--- config.mk ---
export PLATFORM = sky130hd
export DESIGN_NAME = bet_capture_unit
export DESIGN_NICKNAME = d
export VERILOG_FILES = /design/src/rtl/roulette_pkg.sv /design/src/rtl/bet_slot_file.sv /design/src/rtl/bet_capture_unit.sv
export SDC_FILE = /design/constraint.sdc
export NUM_CORES = 1
export LEC_CHECK = 0
export BUFFER_PORTS_ARGS = -buffer_cell sky130_fd_sc_hd__buf_4
export CAP_MARGIN = 30
export CORE_MARGIN = 1
export CORE_UTILIZATION = 25
export DETAILED_ROUTE_END_ITERATION = 8
export PLACE_DENSITY = 0.47
export SKIP_CTS_REPAIR_TIMING = 1
export SYNTH_ARGS = -nofsm -noshare
export SYNTH_HDL_FRONTEND = slang
export SYNTH_SLANG_ARGS = --single-unit
--- constraint.sdc ---
create_clock -name clock -period 4.7 [get_ports clock]
set_input_delay 0.94 -clock clock [delete_from_list [all_inputs] [get_ports clock]]
set_output_delay 0.94 -clock clock [all_outputs]
set_load 0.005 [all_outputs]
--- src/rtl/roulette_pkg.sv ---
// Shared constants and state encoding for the roulette bet front end.
package roulette_pkg;
  localparam int MAX_BETS = 12;
  localparam int OPC_W    = 6;
  localparam int COL_W    = 2;
  localparam int BET_W    = COL_W + OPC_W;
  localparam int CNT_W    = 4;

  localparam logic [OPC_W-1:0] OPC_NONE    = 6'h3F;
  localparam logic [OPC_W-1:0] OPC_SPIN    = 6'h3E;
  localparam logic [2:0]       COLOUR_NONE = 3'b000;

  typedef enum logic [1:0] {
    ST_COLLECT = 2'd0,
    ST_RELEASE = 2'd1,
    ST_SPIN    = 2'd2
  } state_t;
endpackage

--- src/rtl/bet_slot_file.sv ---
// Register array holding the packed bets, flattened onto one bus.
module bet_slot_file
  import roulette_pkg::*;
(
  input  logic                      i_clk,
  input  logic                      i_rst_n,
  input  logic                      i_we,
  input  logic [CNT_W-1:0]          i_idx,
  input  logic [BET_W-1:0]          i_wdata,
  input  logic                      i_clr,
  output logic [MAX_BETS*BET_W-1:0] o_bets
);
  logic [BET_W-1:0] r_slot [MAX_BETS];

  always_ff @(posedge i_clk or negedge i_rst_n) begin
    if (!i_rst_n) begin
      for (int k = 0; k < MAX_BETS; k++)
        r_slot[k] <= '0;
    end else if (i_clr) begin
      for (int k = 0; k < MAX_BETS; k++)
        r_slot[k] <= '0;
    end else if (i_we && i_idx < CNT_W'(MAX_BETS)) begin
      r_slot[i_idx] <= i_wdata;
    end
  end

  always_comb begin
    o_bets = '0;
    for (int k = 0; k < MAX_BETS; k++)
      o_bets[k*BET_W +: BET_W] = r_slot[k];
  end
endmodule

--- src/rtl/bet_capture_unit.sv ---
// Keyboard bet capture: de-duplicates key strobes into a bet table
// and handles the spin request / spin done handshake.
module bet_capture_unit
  import roulette_pkg::*;
(
  input  logic                      clock,
  input  logic                      reset,
  input  logic                      read_data,
  input  logic [OPC_W-1:0]          bet_opcode,
  input  logic [2:0]                colour_in,
  input  logic                      spin_done,
  output logic [MAX_BETS*BET_W-1:0] bets,
  output logic [CNT_W-1:0]          bet_count,
  output logic                      spin_check,
  output logic                      table_full,
  output logic                      reject_pulse
);
  state_t           r_state;
  state_t           w_next;
  logic [CNT_W-1:0] r_count;
  logic             r_spin;
  logic             r_rej;
  logic             w_we;
  logic             w_clr;
  logic             w_set_spin;
  logic             w_rej;
  logic             w_full;
  logic             w_none;
  logic             w_spin_key;
  logic [BET_W-1:0] w_wdata;

  assign w_full     = (r_count == CNT_W'(MAX_BETS));
  assign w_none     = (bet_opcode == OPC_NONE);
  assign w_spin_key = (bet_opcode == OPC_SPIN);
  assign w_wdata    = {colour_in[COL_W-1:0], bet_opcode};

  always_comb begin
    w_next     = r_state;
    w_we       = 1'b0;
    w_clr      = 1'b0;
    w_set_spin = 1'b0;
    w_rej      = 1'b0;
    unique case (r_state)
      ST_COLLECT: begin
        if (read_data && !w_none) begin
          if (w_spin_key) begin
            if (r_count != '0) begin
              w_set_spin = 1'b1;
              w_next     = ST_SPIN;
            end else begin
              w_rej = 1'b1;
            end
          end else if (colour_in != COLOUR_NONE && !w_full) begin
            w_we   = 1'b1;
            w_next = ST_RELEASE;
          end else begin
            w_rej = 1'b1;
          end
        end
      end
      ST_RELEASE: begin
        if (read_data) begin
          if (w_none) w_next = ST_COLLECT;
          else        w_rej  = 1'b1;
        end
      end
      ST_SPIN: begin
        // spin_done takes priority; a coincident strobe is dropped
        if (spin_done) begin
          w_clr  = 1'b1;
          w_next = ST_COLLECT;
        end else if (read_data && !w_none) begin
          w_rej = 1'b1;
        end
      end
      default: w_next = ST_COLLECT;
    endcase
  end

  always_ff @(posedge clock or negedge reset) begin
    if (!reset) begin
      r_state <= ST_COLLECT;
      r_count <= '0;
      r_spin  <= 1'b0;
      r_rej   <= 1'b0;
    end else begin
      r_state <= w_next;
      r_rej   <= w_rej;
      if (w_clr)      r_count <= '0;
      else if (w_we)  r_count <= r_count + CNT_W'(1);
      if (w_clr)           r_spin <= 1'b0;
      else if (w_set_spin) r_spin <= 1'b1;
    end
  end

  bet_slot_file u_slots (
    .i_clk   (clock),
    .i_rst_n (reset),
    .i_we    (w_we),
    .i_idx   (r_count),
    .i_wdata (w_wdata),
    .i_clr   (w_clr),
    .o_bets  (bets)
  );

  assign bet_count    = r_count;
  assign spin_check   = r_spin;
  assign table_full   = w_full;
  assign reject_pulse = r_rej;
endmodule

---- Yosys cells after proc, flatten, opt, wreduce, memory -nomap -nowiden ----
Index checks and enable logic that the tools add are counted.
operators by class
  add/sub/neg operators ................... 1
  order comparisons ....................... 3
  equality and inequality tests ........... 11
  muxes and demuxes ....................... 36
  bitwise logic cells ..................... 1
  reduce and logical (&&, ||, !) cells .... 13
operators with widths
  cell                 number
  $mux 96              2
  $bwmux 96            1
  $demux 8 s4          1
  $mux 1               20
  $mux 2               7
  $eq 6x6->1 const B   2
  $mux 4               2
  $mux 8               1
  $ne 2x2->1 const B   4
  $ne 3x3->1 const B   2
  $pmux 2 s3           1
  $reduce_and 6->1     1
  $reduce_bool 2->1    3
  $ge 5x5->1 const B   1
  $lt 5x1->1 const B   1
  $not 4->5            1
  $add 4x1->4 const B  1
  $eq 4x4->1 const B   1
  $logic_and 1x1->1    4
  $lt 4x4->1 const B   1
  $reduce_bool 4->1    1
  $pmux 1 s3           1
  $reduce_bool 3->1    1
  $eq 2x1->1 const B   1
  other kinds (3)      4
storage, ports and cells
  flip-flop bits (word level) ............. 104
  bits of input ports ..................... 13
  output and inout bits ................... 103

---- Logic depth before layout (Yosys ltp) ----
  word-level depth ........................ 10
  depth in mapped cells ................... 8
  gate-level depth less buffers ........... 6

---- Cells and area by module ----
From an unflattened synthesis, not the netlist that was laid out.
unflattened totals
  cells, all modules ...................... 394
  area, all modules ....................... 4818.4 µm²
by module, submodules not included
  module            times used  cells an instance  area an instance (µm²)  sequential area each (µm²)
  bet_slot_file     1           344                4314.1                  2402.3
  bet_capture_unit  1           50                 504.2                   200.2

---- Worst setup path before layout ----
No wires, ideal clock.
  path kind ............................... input -> register
  start point ............................. input port bet_opcode[3]
  end point ............................... register u_slots.r_slot, in the netlist u_slots.o_bets[72]
  setup time .............................. 0.139 ns
  arrival time ............................ 2.035 ns
  data required time ...................... 4.561 ns
  setup slack ............................. 2.526 ns
  stages on the path ...................... 6
  buffers on the path ..................... 2
  cell sequence ........................... and3_1 -> and3_1 -> buf_4 -> buf_6 -> nor3_4 -> o22ai_1
on the way
  cells in the longest elaborated chain, start to end .. 7
ends and longest elaborated chain
  what                                  line                    text
  from (decl)                           bet_capture_unit.sv:9   input logic [OPC_W-1:0] bet_opcode,
  $eq 6x6->1                            bet_capture_unit.sv:33  assign w_none = (bet_opcode == OPC_NONE);
  $logic_not 1->1                       bet_capture_unit.sv:45  if (read_data && !w_none) begin
  $logic_and 1x1->1                     bet_capture_unit.sv:45
  $mux 1 *                              bet_capture_unit.sv:45
  $mux 1 *                              bet_capture_unit.sv:43  unique case (r_state)
  $logic_and 1x1->1 *                   bet_slot_file.sv:22     end else if (i_we && i_idx < CNT_W'(MAX_BETS)) begin
  $reduce_bool 2->1 (no source line) *  --
  to (signal, indexed assignment)       bet_slot_file.sv:23     r_slot[i_idx] <= i_wdata;
  to (decl)                             bet_slot_file.sv:13     logic [BET_W-1:0] r_slot [MAX_BETS];
Mark *: on every way between the ends. The rest lies on a longest branch, timed or not.
A chain may end at the register's enable or synchronous reset.

---- Final worst setup path ----
  start point ............................. register r_count[0], in the netlist bet_count[0]
  end point ............................... register u_slots.r_slot, in the netlist u_slots.o_bets[35]
on the way
  cells in the longest elaborated chain, start to end .. 9
ends and longest elaborated chain
  what                                                line                    text
  from (decl)                                         bet_capture_unit.sv:20  logic [CNT_W-1:0] r_count;
  from (signal assigned)                              bet_capture_unit.sv:90  else if (w_we) r_count <= r_count + CNT_W'(1);
  branches (longest 9 deep; another with $ge 5x5->1)  --
Several ways; the timed one is not identified. The select of a mux whose other input is x is not followed.

==> summary.md <==
| Metric | Value |
|---|---|
| Critical Path Slowest Stage Cell | `nand3_1` |
| Post-synthesis sequential area ratio | `0.5846` |
| Average cell area after synthesis | `10.47 µm²` |
| RSZ-0062 raised after global routing | `no` |
| Synth Area in Adders | `0.01124` |
| Layout cells sized above 1 | `0.2932` |
| Largest net degree at the start of global routing | `71` |
| Clk buf depth | `2` |
| R2R Setup Slk | `1.99 ns` |
| Fin nets | `544` |
| First-pass GRT wire length | `21,990 µm` |
| Primary FF master, synth | `dfrtp_1` |
| Worst hold path class | `register to register` |
| Maximum vdd drop | `176.2 µV` |
| Outcome | `complete, no violations` |
| Crit-path cells | `inv_1 -> ha_1 -> and3_4 -> nor2_2 -> nand3_1 -> o22ai_1` |
| CTS Buf Count | `9` |
| Die Ht | `135.4 µm` |
| DRT Pass-1 Iters | `4` |
| Antenna violations before repair | `0` |
| DR vias/cell | `4.968` |
| Setup Skew | `0.005833 ns` |
| Largest family of logic cells by synthesized area | `simple AND/OR/NAND/NOR gates` |
| Final WL | `14,200 µm` |
| # diodes | `0` |
| Fin area | `5822 µm²` |
| Clock Sinks | `104` |
| Ys Warns | `0` |
| GR Layer Usage met3 | `0.03030` |
| Initial drt markers | `259` |
| DIE WIDTH | `135.4 µm` |
| Max-slew violation count | `0` |
| Top cells by area, synth | `dfrtp_1, o22ai_1, nand2_1` |
| R2r worst-path depth | `6` |
| PD cells | `324.6 nW/µm²` |
| Drt drc | `0` |
| # IOs | `116` |
| Post-route ant nets | `0` |
| Fmax | `369.3 MHz` |
| Cell area after synthesis | `4452 µm²` |
| Leakage power | `2.640 nW` |
| Worst hold start | `spin_check` |
| Setup CP Type | `register to register` |
| Mapped Nets | `442` |
| Synth Register Bits | `104` |
| Wire per inst | `18.76 µm` |
| CTS H-tree lvls | `3` |
| Rows | `48` |
| CTS root buffer | `clkbuf_16` |
| Skew-Pair Late Insertion Delay | `0.35 ns` |
| Mux contribution to synthesized area | `0.008994` |
| DP HPWL | `9546 µm` |
| Hold Fails Final Rpt | `0` |
| Initial Util | `0.2565` |
| Post-Synth Simple-Gate Area | `0.2111` |
| Startpoint Class | `register` |
| Post-synth EDFFs | `0` |
| Share of flip-flops with an asynchronous set or reset | `1.000` |
| Fillcell total | `1,790` |
| Critical Path AT | `2.96 ns` |
| Commonest non-fill, non-tap cell in the layout | `buf_4` |
| Core area | `17,360 µm²` |
| IO buf count | `115` |
| M1 GR Usage | `0.2310` |
| Min Clock Period, post-route | `2.708 ns` |
| Max cap viols | `0` |
| Count of cell types in the netlist | `33` |
| Hold Crit Endpoint | `spin_check` |
| Clock transition at path regs | `0.07 ns` |
| Die area | `18,350 µm²` |
| Yosys top cell area share | `0.5846` |
| Crit Reg-Reg Startpoint | `bet_count[0]` |
| Crit path largest cell delay | `0.73 ns` |
| Synth Instances | `425` |
| Overall Global Routing Usage | `0.1624` |
| Compound-Gate Fraction of Synth Area | `0.1459` |
| Hold Crit Depth | `2` |
| FF-to-FF End | `u_slots.o_bets[35]` |
| Actual slew at the worst max-slew pin | `0.8923 ns` |
| Vias in the first global route | `3,644` |
| Period utilisation layout | `0.5761` |
| Area leader, netlist | `dfrtp_1` |
| Final Setup Violations | `0` |
| XOR/XNOR Fraction of Synth Area | `0` |
| Met2 Use GR | `0.2442` |
| Vias | `3,761` |
| Area Growth Syn to Fin | `30.78%` |
| Hold Worst Slack | `0.5069 ns` |
| CTS tree | `yes` |
| Grt total ovfl | `0` |
| Crit-path max FO | `12` |
| Routability cong. | `0.7794` |
| Commonest cells after routing, fill and taps aside | `buf_4, nand2_1, dfrtp_1` |
| CP endpoint kind | `register` |
| Slew HR | `0.4051` |
| Gr busiest metal | `met2` |
| Req. time, crit path | `4.95 ns` |
| Placed Area | `5515 µm²` |
| Post-route setup TNS | `0 ns` |
## cells by family (layout without fill, tap and decap cells)
family,after synthesis,after routing
buffers and inverters,33,140
AND/OR/NAND/NOR,177,177
adder cells (fa/ha/maj),4,4
multiplexers,4,4
AO/OA/AOI/OAI,103,103
flip-flops,104,104
## where the power goes
group | switching [W] | internal (W) | leakage (nW)
combinational | 0.000106 | 0.0000654 | 1.06
clock | 0.000346 | 0.000430 | 0.145
sequential | 0.0000223 | 0.000920 | 1.44
total | 0.000475 | 0.00141 | 2.64
## worst max-delay path by stage
stage                             start                 end  slack [ns]  depth (start not counted)
final                      bet_count[0]  u_slots.o_bets[35]        1.99                          6
after floorplan           bet_opcode[3]  u_slots.o_bets[72]        2.53                          6
after CTS                  bet_count[0]  u_slots.o_bets[35]        2.02                          6
after detailed placement  bet_opcode[3]  u_slots.o_bets[35]        1.82                          5
after global routing       bet_count[0]  u_slots.o_bets[35]        1.77                          6
after global placement    bet_opcode[3]  u_slots.o_bets[35]        1.88                          5
## cell type report
class | instances | area (µm²) | share of cell area
Clock inverter | 6 | 67.56 | 0.01161
Multi-Input combinational cell | 288 | 1692 | 0.2906
Inverter | 3 | 11.26 | 0.001934
Tap cell | 225 | 281.5 | 0.04836
Sequential cell | 104 | 2603 | 0.4470
Timing Repair Buffer | 121 | 928.4 | 0.1595
Clock buffer | 10 | 239.0 | 0.04105
## metrics by stage
step	utilization	setup WS, ns	power (W)	instances
final	0.3354	1.992	0.001890	757
after global routing	0.3354	1.775	0.001972	757
after CTS	0.3354	2.017	0.001923	757
after detailed placement	0.3178	1.821	0.001134	741
after global placement	0.3162	1.879	0.001132	740
after floorplan	-	2.526	0.001033	425
## state kept, by name (all words and copies together), names as in the netlist
register / count
u_slots.o_bets: 96
reject_pulse: 1
spin_check: 1
bet_count: 4
r_state: 2
## metal layers
metal / part of all wire / routed length (µm)
met1: 0.45 / 6395
met2: 0.48 / 6792
met3: 0.058 / 817
met4: 0.014 / 198
met5: 0 / 0
## Yosys cell counts (2+ instances only)
cell type / count
nand3_1: 30
o22ai_1: 96
clkbuf_1: 18
mux2i_1: 4
nor3_4: 11
ha_1: 4
dfrtp_1: 104
nand4_1: 4
buf_1: 4
and3_1: 9
inv_1: 3
nand2_1: 109
buf_6: 3
nor2_1: 2
nor3_2: 2
o41ai_1: 2
buf_2: 3
o21ai_0: 2
## critical path, delay by kind of cell, from the launching register on
| family | cells | cell delay (ns) |
|---|---|---|
| and+or+nand+nor | 3 | 1.29 |
| DFF | 1 | 0.47 |
| AOI/OAI and AO/OA | 1 | 0.42 |
| adders and majority gates | 1 | 0.31 |
| buffers and inverters | 1 | 0.10 |
(Power assumes the default switching activity.)
